## config.mk

```make
export PLATFORM = sky130hd
export DESIGN_NAME = player_sprite_drawer
export DESIGN_NICKNAME = d
export VERILOG_FILES = /design/src/rtl/soccer_pkg.sv /design/src/rtl/sprite_scan.sv /design/src/rtl/player_sprite_drawer.sv
export SDC_FILE = /design/constraint.sdc
export NUM_CORES = 1
export LEC_CHECK = 0
export CAP_MARGIN = 0
export CELL_PAD_IN_SITES_DETAIL_PLACEMENT = 1
export CELL_PAD_IN_SITES_GLOBAL_PLACEMENT = 1
export CORE_UTILIZATION = 40
export CTS_CLUSTER_DIAMETER = 50
export CTS_CLUSTER_SIZE = 14
export DETAILED_ROUTE_END_ITERATION = 12
export PLACE_DENSITY_LB_ADDON = 0.1
export SETUP_SLACK_MARGIN = 0.2
export SYNTH_ARGS = -nofsm -noshare
export SYNTH_HDL_FRONTEND = slang
export SYNTH_SLANG_ARGS = --single-unit
```

## constraint.sdc

```tcl
create_clock -name clock -period 2.9 [get_ports clock]
set_input_delay 0.29 -clock clock [delete_from_list [all_inputs] [get_ports clock]]
set_output_delay 0.29 -clock clock [all_outputs]
set_load 0.01 [all_outputs]
```

## src/rtl/soccer_pkg.sv

```systemverilog
// Shared constants for the soccer game video path: screen geometry, palette,
// sprite size and the sprite drawer state encoding.
package soccer_pkg;

  localparam int SCREEN_W    = 160;
  localparam int SCREEN_H    = 120;
  localparam int PLAYER_SIZE = 5;

  localparam logic [2:0] COL_BG = 3'b010;
  localparam logic [2:0] COL_P1 = 3'b100;
  localparam logic [2:0] COL_P2 = 3'b001;

  localparam logic [1:0] DS_IDLE_ENC  = 2'd0;
  localparam logic [1:0] DS_ERASE_ENC = 2'd1;
  localparam logic [1:0] DS_DRAW_ENC  = 2'd2;
  localparam logic [1:0] DS_DONE_ENC  = 2'd3;

  typedef enum logic [1:0] {
    DS_IDLE  = DS_IDLE_ENC,
    DS_ERASE = DS_ERASE_ENC,
    DS_DRAW  = DS_DRAW_ENC,
    DS_DONE  = DS_DONE_ENC
  } draw_state_t;

endpackage

```

## src/rtl/sprite_scan.sv

```systemverilog
// Raster scan counter for a square sprite: dx runs 0..SIZE-1 inside dy 0..SIZE-1.
// last flags the final pixel of the box; advancing past it wraps to (0,0).
module sprite_scan #(
  parameter int SIZE = 5
) (
  input  logic       clock,
  input  logic       resetn,
  input  logic       clr,
  input  logic       en,
  output logic [2:0] dx,
  output logic [2:0] dy,
  output logic       last
);

  localparam logic [2:0] MAX = 3'(SIZE - 1);

  assign last = (dx == MAX) && (dy == MAX);

  // Step the scan position; clr wins over en
  always_ff @(posedge clock or negedge resetn) begin
    if (!resetn) begin
      dx <= '0;
      dy <= '0;
    end else if (clr) begin
      dx <= '0;
      dy <= '0;
    end else if (en) begin
      if (dx == MAX) begin
        dx <= '0;
        dy <= (dy == MAX) ? 3'd0 : dy + 3'd1;
      end else begin
        dx <= dx + 3'd1;
      end
    end
  end

endmodule

```

## src/rtl/player_sprite_drawer.sv

```systemverilog
// Redraws one player's square sprite on each movement tick: erases the old box
// with the pitch colour, then draws the new box, as a registered pixel stream.
module player_sprite_drawer
  import soccer_pkg::*;
#(
  parameter int                  SIZE      = PLAYER_SIZE,
  parameter int                  COLOUR_W  = 3,
  parameter logic [COLOUR_W-1:0] BG_COLOUR = COLOUR_W'(COL_BG),
  parameter logic [COLOUR_W-1:0] P_COLOUR  = COLOUR_W'(COL_P1)
) (
  input  logic                clock,
  input  logic                resetn,
  input  logic                frame_tick,
  input  logic [7:0]          xPos,
  input  logic [6:0]          yPos,
  output logic [7:0]          vga_x,
  output logic [6:0]          vga_y,
  output logic [COLOUR_W-1:0] vga_colour,
  output logic                plot,
  output logic                busy,
  output logic                done
);

  localparam logic [7:0] SCR_W = 8'(SCREEN_W);
  localparam logic [6:0] SCR_H = 7'(SCREEN_H);

  // A slot whose wrapped coordinate falls off the visible area is skipped
  // without stalling the scan, so redraw latency never depends on position.
  function automatic logic on_screen(input logic [7:0] x, input logic [6:0] y);
    return (x < SCR_W) && (y < SCR_H);
  endfunction

  draw_state_t state, state_nxt;

  logic [7:0] old_x, new_x;
  logic [6:0] old_y, new_y;
  logic       drawn_valid;

  logic       scan_clr, scan_en, scan_last;
  logic [2:0] dx, dy;

  logic       start, moved;
  logic [7:0] base_x, sum_x;
  logic [6:0] base_y, sum_y;

  logic [7:0]          x_nxt;
  logic [6:0]          y_nxt;
  logic [COLOUR_W-1:0] col_nxt;
  logic                plot_nxt, busy_nxt, done_nxt;

  sprite_scan #(
    .SIZE (SIZE)
  ) u_scan (
    .clock  (clock),
    .resetn (resetn),
    .clr    (scan_clr),
    .en     (scan_en),
    .dx     (dx),
    .dy     (dy),
    .last   (scan_last)
  );

  assign start  = (state == DS_IDLE) && frame_tick;
  assign moved  = (xPos != old_x) || (yPos != old_y);
  assign base_x = (state == DS_ERASE) ? old_x : new_x;
  assign base_y = (state == DS_ERASE) ? old_y : new_y;
  assign sum_x  = base_x + {5'd0, dx};
  assign sum_y  = base_y + {4'd0, dy};

  // State register
  always_ff @(posedge clock or negedge resetn) begin
    if (!resetn) state <= DS_IDLE;
    else         state <= state_nxt;
  end

  // Next state, scan control and next values of the registered outputs
  always_comb begin
    state_nxt = state;
    scan_clr  = 1'b0;
    scan_en   = 1'b0;
    x_nxt     = vga_x;
    y_nxt     = vga_y;
    col_nxt   = vga_colour;
    plot_nxt  = 1'b0;
    done_nxt  = 1'b0;
    busy_nxt  = (state != DS_IDLE);
    unique case (state)
      DS_IDLE: begin
        if (frame_tick) begin
          scan_clr = 1'b1;
          busy_nxt = 1'b1;
          if (!drawn_valid) state_nxt = DS_DRAW;
          else if (moved)   state_nxt = DS_ERASE;
          else              state_nxt = DS_DONE;
        end
      end
      DS_ERASE: begin
        scan_en  = 1'b1;
        x_nxt    = sum_x;
        y_nxt    = sum_y;
        col_nxt  = BG_COLOUR;
        plot_nxt = on_screen(sum_x, sum_y);
        if (scan_last) begin
          scan_clr  = 1'b1;
          state_nxt = DS_DRAW;
        end
      end
      DS_DRAW: begin
        scan_en  = 1'b1;
        x_nxt    = sum_x;
        y_nxt    = sum_y;
        col_nxt  = P_COLOUR;
        plot_nxt = on_screen(sum_x, sum_y);
        if (scan_last) begin
          scan_clr  = 1'b1;
          state_nxt = DS_DONE;
        end
      end
      DS_DONE: begin
        done_nxt  = 1'b1;
        state_nxt = DS_IDLE;
      end
      default: state_nxt = DS_IDLE;
    endcase
  end

  // Position bookkeeping: sample on an accepted tick, commit at completion.
  // In the no-move case new equals old, so committing in DONE is harmless.
  always_ff @(posedge clock or negedge resetn) begin
    if (!resetn) begin
      new_x       <= '0;
      new_y       <= '0;
      old_x       <= '0;
      old_y       <= '0;
      drawn_valid <= 1'b0;
    end else begin
      if (start) begin
        new_x <= xPos;
        new_y <= yPos;
      end
      if (state == DS_DONE) begin
        old_x       <= new_x;
        old_y       <= new_y;
        drawn_valid <= 1'b1;
      end
    end
  end

  // Registered pixel stream and status outputs
  always_ff @(posedge clock or negedge resetn) begin
    if (!resetn) begin
      vga_x      <= '0;
      vga_y      <= '0;
      vga_colour <= '0;
      plot       <= 1'b0;
      busy       <= 1'b0;
      done       <= 1'b0;
    end else begin
      vga_x      <= x_nxt;
      vga_y      <= y_nxt;
      vga_colour <= col_nxt;
      plot       <= plot_nxt;
      busy       <= busy_nxt;
      done       <= done_nxt;
    end
  end

endmodule

```

* Word level (Yosys, flattened, before mapping) *
Cells that the tools add are included.

cells by class
  muxes and demuxes = 24
  add/subtract/negate cells = 4
  magnitude comparators = 2
  reduce and logical (&&, ||, !) cells = 12
  eq/ne operators = 10

operators with widths
  cell                                                             count
  3-bit 2-to-1 mux                                                 7
  2-bit 2-to-1 mux                                                 5
  8-bit by 3-bit adder with 8-bit output                           1
  8-bit < comparator, second input constant                        1
  8-bit 2-to-1 mux                                                 1
  8-bit != test                                                    1
  2-bit one-hot mux with 4 select lines                            1
  2-bit nonzero test                                               4
  7-bit by 3-bit adder with 7-bit output                           1
  7-bit < comparator, second input constant                        1
  1-bit 2-to-1 mux                                                 7
  7-bit 2-to-1 mux                                                 1
  7-bit != test                                                    1
  3-bit by 1-bit adder with 3-bit output, second input constant    2
  3-bit == test, second input constant                             2
  2-bit != test, second input constant                             3
  3-bit one-hot mux with 2 select lines                            1
  2-bit == test, second input constant                             2
  1-bit logical AND                                                3
  3-bit AND reduction                                              1
  2-bit by 1-bit == test with 1-bit output, second input constant  1
  2-bit zero test                                                  1
  1-bit one-hot mux with 2 select lines                            1
  2-bit AND reduction                                              1
  2 further kinds                                                  2

word-level totals
  logic and storage cells = 66
  bits of input ports = 18
  bits in registers = 60

* Logic depth before layout (Yosys ltp) *
Gate-level depths: netlist of the first run.

  depth in word-level cells = 6
  mapped depth = 13
  gate-level depth less buffers = 10

* Modules after synthesis *
Synthesis of the first run repeated with hierarchy kept, for this count alone.

unflattened totals
  cell total of the unflattened synthesis = 272
  area total of the unflattened synthesis = 3,205.6 um^2

modules (own cells, without submodules)
  module                sequential area each (um^2)  times used  area each (um^2)  cells each
  player_sprite_drawer  1,326.3                      1           2,862.7           238
  sprite_scan           150.1                        1           342.8             34

* Worst setup path after synthesis of the first run *
No wires, ideal clock.

  kind = reg-to-reg
  start point = reg state[1]
  end point = reg plot
  clock period less this slack = 2,860 ps
  required time = 2,777 ps
  arrival time = 2,738 ps
  cell stages (with the launch flop) = 14
  setup slack = 40 ps
  buffers on the path = 3
  path through = dfrtp_1 > inv_1 > ha_1 > buf_6 > buf_6 > buf_6 > mux2_2 > ha_1 > fa_1 > a21oi_1 > nor2_1 > xnor2_1 > o311ai_0 > o221a_2

between the ends
  longest elaborated chain between the ends = 6

ends and longest elaborated chain
  item                                                                                              line                                                                                text
  start, declared                                                                                   player_sprite_drawer.sv:33                                                          draw_state_t state, state_nxt;
  start signal, assigned                                                                            player_sprite_drawer.sv:73                                                          else state <= state_nxt;
  2-bit by 1-bit == test with 1-bit output                                                          player_sprite_drawer.sv:65, player_sprite_drawer.sv:66, player_sprite_drawer.sv:87
  8-bit 2-to-1 mux or 7-bit 2-to-1 mux (tied branches)                                              player_sprite_drawer.sv:65, player_sprite_drawer.sv:66
  8-bit by 3-bit adder with 8-bit output or 7-bit by 3-bit adder with 7-bit output (tied branches)  player_sprite_drawer.sv:67, player_sprite_drawer.sv:68
  8-bit < comparator or 7-bit < comparator (tied branches)                                          player_sprite_drawer.sv:30                                                          return (x < SCR_W) && (y < SCR_H);
  1-bit logical AND                                                                                 player_sprite_drawer.sv:30
  1-bit 2-to-1 mux (*)                                                                              n/a
  named net plot_nxt                                                                                player_sprite_drawer.sv:49                                                          logic plot_nxt, busy_nxt, done_nxt;
  end signal, assigned                                                                              player_sprite_drawer.sv:162                                                         plot <= plot_nxt;
  end, declared                                                                                     player_sprite_drawer.sv:19                                                          output logic plot,

Mark *: on every way through the listed nets, which the timed path passes. The rest lies on a longest branch.
A chain may end at the register's enable or synchronous reset.

* Worst setup path in the final report of the first run *
Same ends and word-level chain as after synthesis.

==> qor.yml, run 1 <==
die_x_um: 90.33
relSlewSlack_pct: 34.76
ys_ff_latch: 59
fin_setup_tns_ns: 0
power_mw: 4.821
synth_top_area_cell: "dfrtp_1"
setup_violations: 0
post_cts_resized: 0
peakVddDrop_mv: 0.4697
powerDensity_mw_per_mm2: 1244
drive_above_1_share_pct: 28.94
antennaDiodeCount: 0
rows: 31
endpoint_kind: "flop"
total_leakage_power_nw: 1.663
cts_tree: "done"
final_util_pct: 52.29
synthArstFlopShare_pct: 100.0
finalClockSkew_ns: 0.01201
die_area_mm2: 0.008159
gr-total-overflow: 0
ctsHoldBuffers: 0
cts_buffers: 9
clkTransAtPathRegs_ns: 0.07
yosysSeqAreaShare_pct: 47.31
start_util_pct: 42.12
antenna_found_initial: 0
hold_viol_final: 0
yosysWarningCount: 0
synth_edf_count: 0
nets: 341
drtAntennaViolNets: 0
syn_inst: 257
grt_util_all_layers_pct: 18.69
max_cap_violations: 0
synth_area_per_cell_um2: 12.14
core_mm2: 0.007408
synth_area_mm2: 0.003120
crit_top_cell: "ha_4"
internal_power_mw: 3.008
clk_root_buffer_cell: "clkbuf_8"
r2r-start: "state[1]"
crit_fanout: 7
io_pins: 39
min_period_over_period_pct: 90.43
slew_violations: 0
combinationalPowerShare_pct: 52.1
path_class: "reg -> reg"
tightest_slew_ns: 0.9785
swShare_pct: 37.60
via_per_inst: 5.059
grt_max_degree: 44
ys_top_cells_by_count: "59 x dfrtp_1, 49 x mux2_2, 16 x nor2_1, 15 x ha_1"
synth_top_area_share_pct: 47.31
gp_congestion: 0.7252
grt_pass1_vias: 2190
syn_to_final_growth_pct: 24.14
p_switching_mw: 1.813
outcome: "completed"
grt_pass1_wl_mm: 11.47
seqPwrFrac_pct: 32.4
hp-class: "in -> async"
ys_types: 36
drt-initial-drc-count: 61
yosysMostFrequentCell: "dfrtp_1"
portBuffers: 37
finalCriticalPeriod_ns: 2.623
ys_top_cells_by_area: "dfrtp_1 47%, mux2_2 18%, ha_1 6.0%, xnor2_1 3.9%, xor2_1 3.4%"
die_h_um: 90.33
path_cells: "inv_2, ha_4, mux2_4, ha_4, fa_2, a21oi_2, nor2_1, xnor2_1, o311ai_1, o221a_2"
crit_start: "state[1]"
clock_path_buffers: 2
cts_sinks: 59
rsz0062_at_grt: "false"
h-tree-depth: 3
cp_slowest_stage_delay_ns: 0.41
clk-insertion-delay-late_ns: 0.34
hpwlAfterDp_mm: 5.023
postCtsSetupRepairBufs: 0
worstPathRequired_ns: 3.13
synthFlopType: "dfrtp_1"
first_pass_iters: 4
drcViolationCount: 0
fmax_mhz: 381.3
crit_slowest_cell: "dfrtp_1"
cp.arrival_ns: 2.85
start_kind: "flop"
vias: 2074
wl_per_cell_um: 16.92
pwr-share-clk_pct: 15.5
syn_nets: 292
wirelength_mm: 6.936
path summary, 6_finish.rpt:
check	to	slack (ns)	cells after the start
setup reg to reg	plot	0.28	10
setup / recovery	plot	0.28	10
hold / removal	u_scan.dy[2]	0.1	1
hold reg to reg	drawn_valid	0.49	1
max in group asynchronous	old_x[2]	2.07	2
min in group clock	drawn_valid	0.49	1
final cells by class:
type | count | area (um2)
fill | 794 | 3535
inverter | 9 | 33.78
sequential | 59 | 1476
tap | 99 | 123.9
clock inverter | 5 | 52.55
clock buffer | 11 | 141.4
multi-input combinational | 179 | 1585
timing repair buffer | 48 | 460.4
state kept, by name, indices dropped and copies added, names as in the netlist:
register,cells
busy,1
done,1
drawn_valid,1
new_x,8
new_y,7
old_x,8
old_y,7
plot,1
state,2
u_scan.dx,3
u_scan.dy,3
vga_colour,2
vga_x,8
vga_y,7
logic make-up (layout without fill, tap and decap cells):
kind of cell / Yosys count / count (layout) / synth area share [%]
XOR/XNOR: 26 / 26 / 7.298
AO/OA/AOI/OAI: 30 / 30 / 6.456
AND/OR/NAND/NOR: 46 / 46 / 7.298
other: 1 / 1 / 0.1202
multiplexers: 59 / 59 / 21.01
buffers and inverters: 19 / 73 / 3.208
flip-flops: 59 / 59 / 47.31
adder cells (fa/ha/maj): 17 / 17 / 7.298
cell usage in the layout (no fill, tap or decap), types with 2 or more instances in the layout:
master | Yosys | final
ha_4 | 0 | 2
a21oi_1 | 14 | 12
a211oi_2 | 3 | 3
inv_1 | 9 | 8
a32oi_1 | 3 | 3
xor2_1 | 12 | 12
clkbuf_8 | 0 | 10
clkinv_2 | 0 | 3
clkdlybuf4s50_1 | 0 | 36
nor2b_1 | 4 | 4
mux2i_1 | 9 | 9
nand3_1 | 5 | 5
nor2_1 | 16 | 16
buf_4 | 1 | 10
mux2_2 | 49 | 48
fa_2 | 0 | 2
a21oi_2 | 0 | 2
nand2_1 | 11 | 11
o21ai_0 | 4 | 4
dfrtp_1 | 59 | 59
nor4_1 | 3 | 3
ha_1 | 15 | 13
xnor2_1 | 14 | 14
worst max-delay path, delay by kind of cell (launching register included):
kind	cells	cell delay [ns]
adders and majority gates	3	0.77
AOI/OAI and AO/OA	3	0.61
DFF	1	0.41
muxes	1	0.33
xor gates and xnor gates	1	0.23
buffers and inverters	1	0.10
and+or+nand+nor	1	0.07
metrics by stage:
step / setup WS [ns] / hold slack, ns / instances / area (um2)
2_1_floorplan: 0.2111 / -0.005591 / 257 / 3162
3_3_place_gp: 0.3280 / 0.4524 / 390 / 3637
3_5_place_dp: 0.2817 / 0.4512 / 390 / 3637
4_1_cts: 0.2405 / 0.1291 / 406 / 3831
5_1_grt: 0.1856 / 0.1766 / 410 / 3874
6_report: 0.2775 / 0.09923 / 410 / 3874
power by group through the flow:
stage | Combinational, mW | Clock, mW | Sequential [mW]
5_1_grt | 2.74 | 0.806 | 1.63
4_1_cts | 2.48 | 0.771 | 1.57
3_5_place_dp | 2.47 | 0 | 1.59
3_3_place_gp | 2.42 | 0 | 1.57
6_report | 2.51 | 0.747 | 1.56
2_1_floorplan | 1.69 | 0 | 1.56
metal layers:
layer | up-vias | track usage, % | wire length [um]
met2 | 33 | 29.90 | 3328
met5 | - | 0 | 0
met1 | 1039 | 24.57 | 3292
met4 | 0 | 7.661 | 114
li1 | 992 | - | -
met3 | 10 | 4.125 | 200
Note: power is estimated with default switching activity, not from simulation.
==> run 2, diff against run 1 <==
Settings changed: CORE_MARGIN set to 4.
==> qor.yml, run 2 (same netlist as run 1, synthesis figures left out) <==
vias: 2094  # +0.96%
tightest_slew_ns: 0.9453  # -0.03323 ns
slew_violations: 0  # unchanged
rr_endpoint: "plot"
powerDensity_mw_per_mm2: 1223  # -1.7%
min_period_over_period_pct: 87.23  # -3.2 points
grt_util_all_layers_pct: 16.44  # -2.3 points
gr-total-overflow: 0  # unchanged
seqPwrFrac_pct: 33.5  # +1.1 points
cts_buffers: 9  # unchanged
cp_slowest_stage_delay_ns: 0.42  # about the same
cp.arrival_ns: 2.75  # -0.10 ns
clock_path_buffers: 2  # unchanged
finalCriticalPeriod_ns: 2.530  # -0.09289 ns
final_cell_mix: "59 x dfrtp_1, 48 x mux2_2, 36 x clkdlybuf4s50_1, 16 x nor2_1, 14 x xnor2_1"
io_pins: 39  # unchanged
rsz0062_at_grt: "false"
gp_congestion: 0.7410  # +2.2%
swShare_pct: 37.64  # about the same
portBuffers: 37  # unchanged
reg.largest.list: "new_x: 8 flops, old_x: 8 flops, vga_x: 8 flops"
crit_start: "state[1]"
hpwlAfterDp_mm: 4.910  # -2.2%
p_switching_mw: 1.763  # -2.7%
critical_path_depth: 10  # unchanged
endpoint_kind: "flop"
critPathCapture: "plot"
reg2regPathDepth: 10  # unchanged
grt_pass1_vias: 2237  # +2.1%
wirelength_mm: 6.891  # -0.65%
crit_fanout: 7  # unchanged
crit_slowest_cell: "dfrtp_1"
cp_num_buf_inv: 1  # unchanged
outcome: "completed"
via_per_inst: 5.145  # +1.7%
die_area_mm2: 0.009279  # +14%
hp-class: "in -> async"
r2r-start: "state[1]"
start_kind: "flop"
start_util_pct: 42.12  # unchanged
internal_power_mw: 2.922  # -2.9%
clkTransAtPathRegs_ns: 0.07  # about the same
max_cap_violations: 0  # unchanged
nets: 339  # -0.59%
post_cts_resized: 0  # unchanged
cp_top_family: "adder cells"
drt-initial-drc-count: 38  # -38%
drcViolationCount: 0  # unchanged
drtAntennaViolNets: 0  # unchanged
wl_per_cell_um: 16.93  # about the same
worstPathRequired_ns: 3.12  # about the same
die_x_um: 96.33  # +6.6%
die_h_um: 96.33  # +6.6%
antennaDiodeCount: 0  # unchanged
finalClockSkew_ns: 0.005424  # -0.006589 ns
h-tree-depth: 3  # unchanged
syn_to_final_growth_pct: 22.77
peakVddDrop_mv: 0.4533  # -3.5%
path_class: "reg -> reg"
hold_viol_final: 0  # unchanged
rows: 31  # unchanged
clk-insertion-delay-late_ns: 0.33  # about the same
final_util_pct: 51.71  # -0.57 points
grt_pass1_wl_mm: 11.42  # -0.42%
cts_tree: "done"
reg2reg_slack_ns: 0.37  # +0.09 ns
setup_violations: 0  # unchanged
first_pass_iters: 4  # unchanged
total_leakage_power_nw: 1.644  # -1.1%
clk_root_buffer_cell: "clkbuf_8"
power_mw: 4.686  # -2.8%
cts_sinks: 59  # unchanged
layout_commonest_cell: "dfrtp_1"
fin_setup_tns_ns: 0  # unchanged
pwr-share-clk_pct: 14.6  # -0.9 points
drive_above_1_share_pct: 27.92  # -1.0 points
grt_max_degree: 34  # -23%
relSlewSlack_pct: 36.98  # +2.2 points
combinationalPowerShare_pct: 51.9  # -0.2 points
antenna_found_initial: 0  # unchanged
path_cells: "inv_2, ha_4, mux2_2, ha_1, fa_2, a21oi_2, a211oi_2, xnor2_1, nor2_1, o221a_2"
core_mm2: 0.007408  # unchanged
fmax_mhz: 395.3  # +3.7%
[run 2: cell types whose count changed in the layout (fill, tap and decap cells not counted), sizes merged]
cell	change
clkbuf	+2
clkinv	-1
dlygate4sd3	+1
clkinvlp	-1
bufinv	-1
buf	-3
[run 2: cell type report]
class                   instances  area [um2]
clock buffers                  13       168.9
clock inverters                 2       10.01
fillers                       787        3577
inverters                       9       33.78
multi-input cells             179        1585
flip-flops and latches         59        1476
well taps                      99       123.9
repair buffers                 46       432.9
[run 2: power by group through the flow]
| stage | clock [mW] | sequential [mW] | combinational [mW] |
|---|---|---|---|
| detailed placement | 0 | 1.59 | 2.43 |
| floorplan | 0 | 1.56 | 1.69 |
| global placement | 0 | 1.57 | 2.41 |
| global route | 0.755 | 1.63 | 2.68 |
| finish | 0.685 | 1.57 | 2.43 |
| CTS | 0.707 | 1.57 | 2.45 |
[run 2: worst min path at each step]
stage / from / end / slack, ns / cells after the start
floorplan: resetn / busy / -0.006 / 0
global placement: resetn / done / 0.14 / 1
detailed placement: resetn / done / 0.14 / 1
CTS: resetn / done / 0.33 / 2
global route: resetn / done / 0.34 / 2
finish: resetn / done / 0.34 / 2
[run 2: per-stage QoR]
| step | instances | instance area (um2) | setup WS, ns | hold WS, ns |
|---|---|---|---|---|
| global placement | 388 | 3622 | 0.3254 | 0.1449 |
| floorplan | 257 | 3162 | 0.2111 | -0.005591 |
| detailed placement | 388 | 3622 | 0.2710 | 0.1443 |
| finish | 407 | 3831 | 0.3704 | 0.3353 |
| CTS | 404 | 3811 | 0.2576 | 0.3251 |
| global route | 407 | 3831 | 0.2210 | 0.3427 |
[run 2: timing repair]
| item | in CTS | in global routing |
|---|---|---|
| hold endpoints to repair | 7 | 0 |
| endpoints found under the setup margin | 0 | 2 |
| hold buffers | 1 | 0 |
| buffers inserted | 0 | 3 |
[run 2: routing by layer]
metal,up-vias,wire length (um),part of all wire [%],GRT usage [%]
met5,-,0,0,0
met4,0,99,1.4,6.308
met3,9,219,3.2,3.127
met2,31,3194,46,26.22
met1,1064,3378,49,22.05
li1,990,-,-,-
==> run 3, diff against run 2 <==
Settings changed: CORE_UTILIZATION 40 to 36.
==> qor.yml, run 3 (same netlist as run 1, synthesis figures left out) <==
start_kind: "flop"
finalCriticalPeriod_ns: 2.534  # +0.004609 ns
cts_buffers: 9  # unchanged
grt_util_all_layers_pct: 15.82  # -0.61 points
finalClockSkew_ns: 0.01039  # +0.004963 ns
seqPwrFrac_pct: 33.6  # about the same
die_h_um: 101.1  # +5.0%
die_x_um: 101.1  # +5.0%
peakVddDrop_mv: 0.4494  # -0.86%
rsz0062_at_grt: "false"
drtAntennaViolNets: 0  # unchanged
cts_tree: "done"
vias: 2050  # -2.1%
wirelength_mm: 7.207  # +4.6%
swShare_pct: 38.32  # +0.69 points
endpoint_kind: "flop"
tightest_slew_ns: 0.5634  # -0.3819 ns
final_cell_mix: "59 x dfrtp_1, 48 x mux2_2, 36 x clkdlybuf4s50_1, 16 x nor2_1, 14 x xnor2_1"
grt_max_degree: 40  # +18%
r2r-start: "state[1]"
drcViolationCount: 0  # unchanged
io_pins: 39  # unchanged
grt_use_met2_pct: 25.00  # -1.2 points
worstPathRequired_ns: 3.13  # about the same
power_mw: 4.694  # +0.18%
post_cts_resized: 0  # unchanged
cp.arrival_ns: 2.77  # +0.02 ns
clk-insertion-delay-late_ns: 0.34  # about the same
top_usage_layer: "met2"
core_mm2: 0.008341  # +13%
drive_above_1_share_pct: 28.01  # +0.091 points
portBuffers: 37  # unchanged
path_cells: "inv_2, ha_4, mux2_4, ha_4, fa_2, a21oi_2, nor2_1, xnor2_1, o311ai_1, o221a_2"
dpl_cell_area_mm2: 0.003637  # +0.41%
nets: 339  # unchanged
hpwlAfterDp_mm: 5.211  # +6.1%
hp-class: "in -> async"
grt_pass1_vias: 2286  # +2.2%
setup_ws_ns: 0.3658  # -0.004609 ns
min_period_over_period_pct: 87.39  # +0.16 points
reg.largest.list: "new_x: 8 flops, old_x: 8 flops, vga_x: 8 flops"
drt-initial-drc-count: 78  # +110%
pre_cts_slack_ns: 0.3015  # +0.03049 ns
grt_use_met1_pct: 20.90  # -1.1 points
clkTransAtPathRegs_ns: 0.07  # about the same
outcome: "completed"
max_cap_violations: 0  # unchanged
antenna_found_initial: 0  # unchanged
layout_commonest_cell: "dfrtp_1"
slew_violations: 0  # unchanged
gp_congestion: 0.7362  # -0.65%
fmax_mhz: 394.6  # -0.18%
clock_path_buffers: 2  # unchanged
rows: 33  # +6.5%
path_class: "reg -> reg"
fin_setup_tns_ns: 0  # unchanged
hold_viol_final: 0  # unchanged
crit_top_cell: "ha_4"
grt_pass1_wl_mm: 12.14  # +6.3%
cp_slowest_stage_delay_ns: 0.43  # about the same
rr_endpoint: "plot"
cts_sinks: 59  # unchanged
combinationalPowerShare_pct: 52.2  # +0.3 points
powerDensity_mw_per_mm2: 1226  # +0.24%
wl_per_cell_um: 17.49  # +3.3%
start_util_pct: 37.41  # -4.7 points
internal_power_mw: 2.895  # -0.93%
reg2reg_slack_ns: 0.37  # about the same
relSlewSlack_pct: 62.44  # +25 points
die_area_mm2: 0.01022  # +10%
crit_slowest_cell: "dfrtp_1"
p_switching_mw: 1.799  # +2.0%
via_per_inst: 4.976  # -3.3%
total_leakage_power_nw: 1.640  # -0.24%
grtUsageMet3_pct: 4.360  # +1.2 points
setup_violations: 0  # unchanged
h-tree-depth: 3  # unchanged
crit_start: "state[1]"
reg2regPathDepth: 10  # unchanged
whs_ns: 0.4517  # +0.1164 ns
clk_root_buffer_cell: "clkbuf_8"
finalInstanceArea_mm2: 0.003829  # about the same
first_pass_iters: 4  # unchanged
antennaDiodeCount: 0  # unchanged
crit_fanout: 7  # unchanged
cp_top_family: "adder cells"
pwr-share-clk_pct: 14.1  # -0.5 points
gr-total-overflow: 0  # unchanged
cp_num_buf_inv: 1  # unchanged
syn_to_final_growth_pct: 22.69  # about the same
## run 3: changes by cell type in the layout (fill, tap and decap cells not counted)
cell      delta
clkbuf_1     -1
clkinv_2     +1
clkbuf_8     -1
buf_2        -1
buf_4        +1
## run 3: what timing repair did
action,CTS,global route
hold buffers,1,0
setup endpoints to repair,0,2
endpoints found under the hold margin,20,0
buffers inserted,0,2
## run 3: per-layer routing
layer / vias up / share of wire, %
met1: 1017 / 48
met2: 36 / 46
met4: 0 / 1.8
li1: 986 / -
met5: - / 0
met3: 11 / 3.9
## run 3: cell type report
type / count / area, um2
fill: 891 / 4512
multi-input combinational: 179 / 1585
sequential: 59 / 1476
timing repair buffer: 46 / 435.4
clock buffer: 11 / 151.4
tap: 105 / 131.4
inverter: 9 / 33.78
clock inverter: 3 / 15.01
## run 3: worst max path at each step
stage / endpoint / slack [ns] / depth (start not counted)
6_report: plot / 0.37 / 10
5_1_grt: plot / 0.20 / 10
4_1_cts: plot / 0.27 / 10
3_5_place_dp: plot / 0.30 / 10
3_3_place_gp: vga_y[5] / 0.35 / 9
2_1_floorplan: plot / 0.21 / 13
## run 3: metrics by stage
stage | instances | util (%)
2_1_floorplan | 257 | -
3_3_place_gp | 395 | 43.61
3_5_place_dp | 395 | 43.61
4_1_cts | 410 | 45.72
5_1_grt | 412 | 45.90
6_report | 412 | 45.90
## run 3: tightest hold or removal path, cell delays in order
cell,delay [ns]
dlygate4sd3_1,0.52
buf_2,0.11
buf_4,0.26
## run 3: power groups by stage
stage	sequential, mW	clock [mW]	combinational [mW]
2_1_floorplan	1.56	0	1.69
3_3_place_gp	1.59	0	2.45
3_5_place_dp	1.59	0	2.48
4_1_cts	1.58	0.684	2.50
5_1_grt	1.65	0.722	2.72
6_report	1.58	0.663	2.45
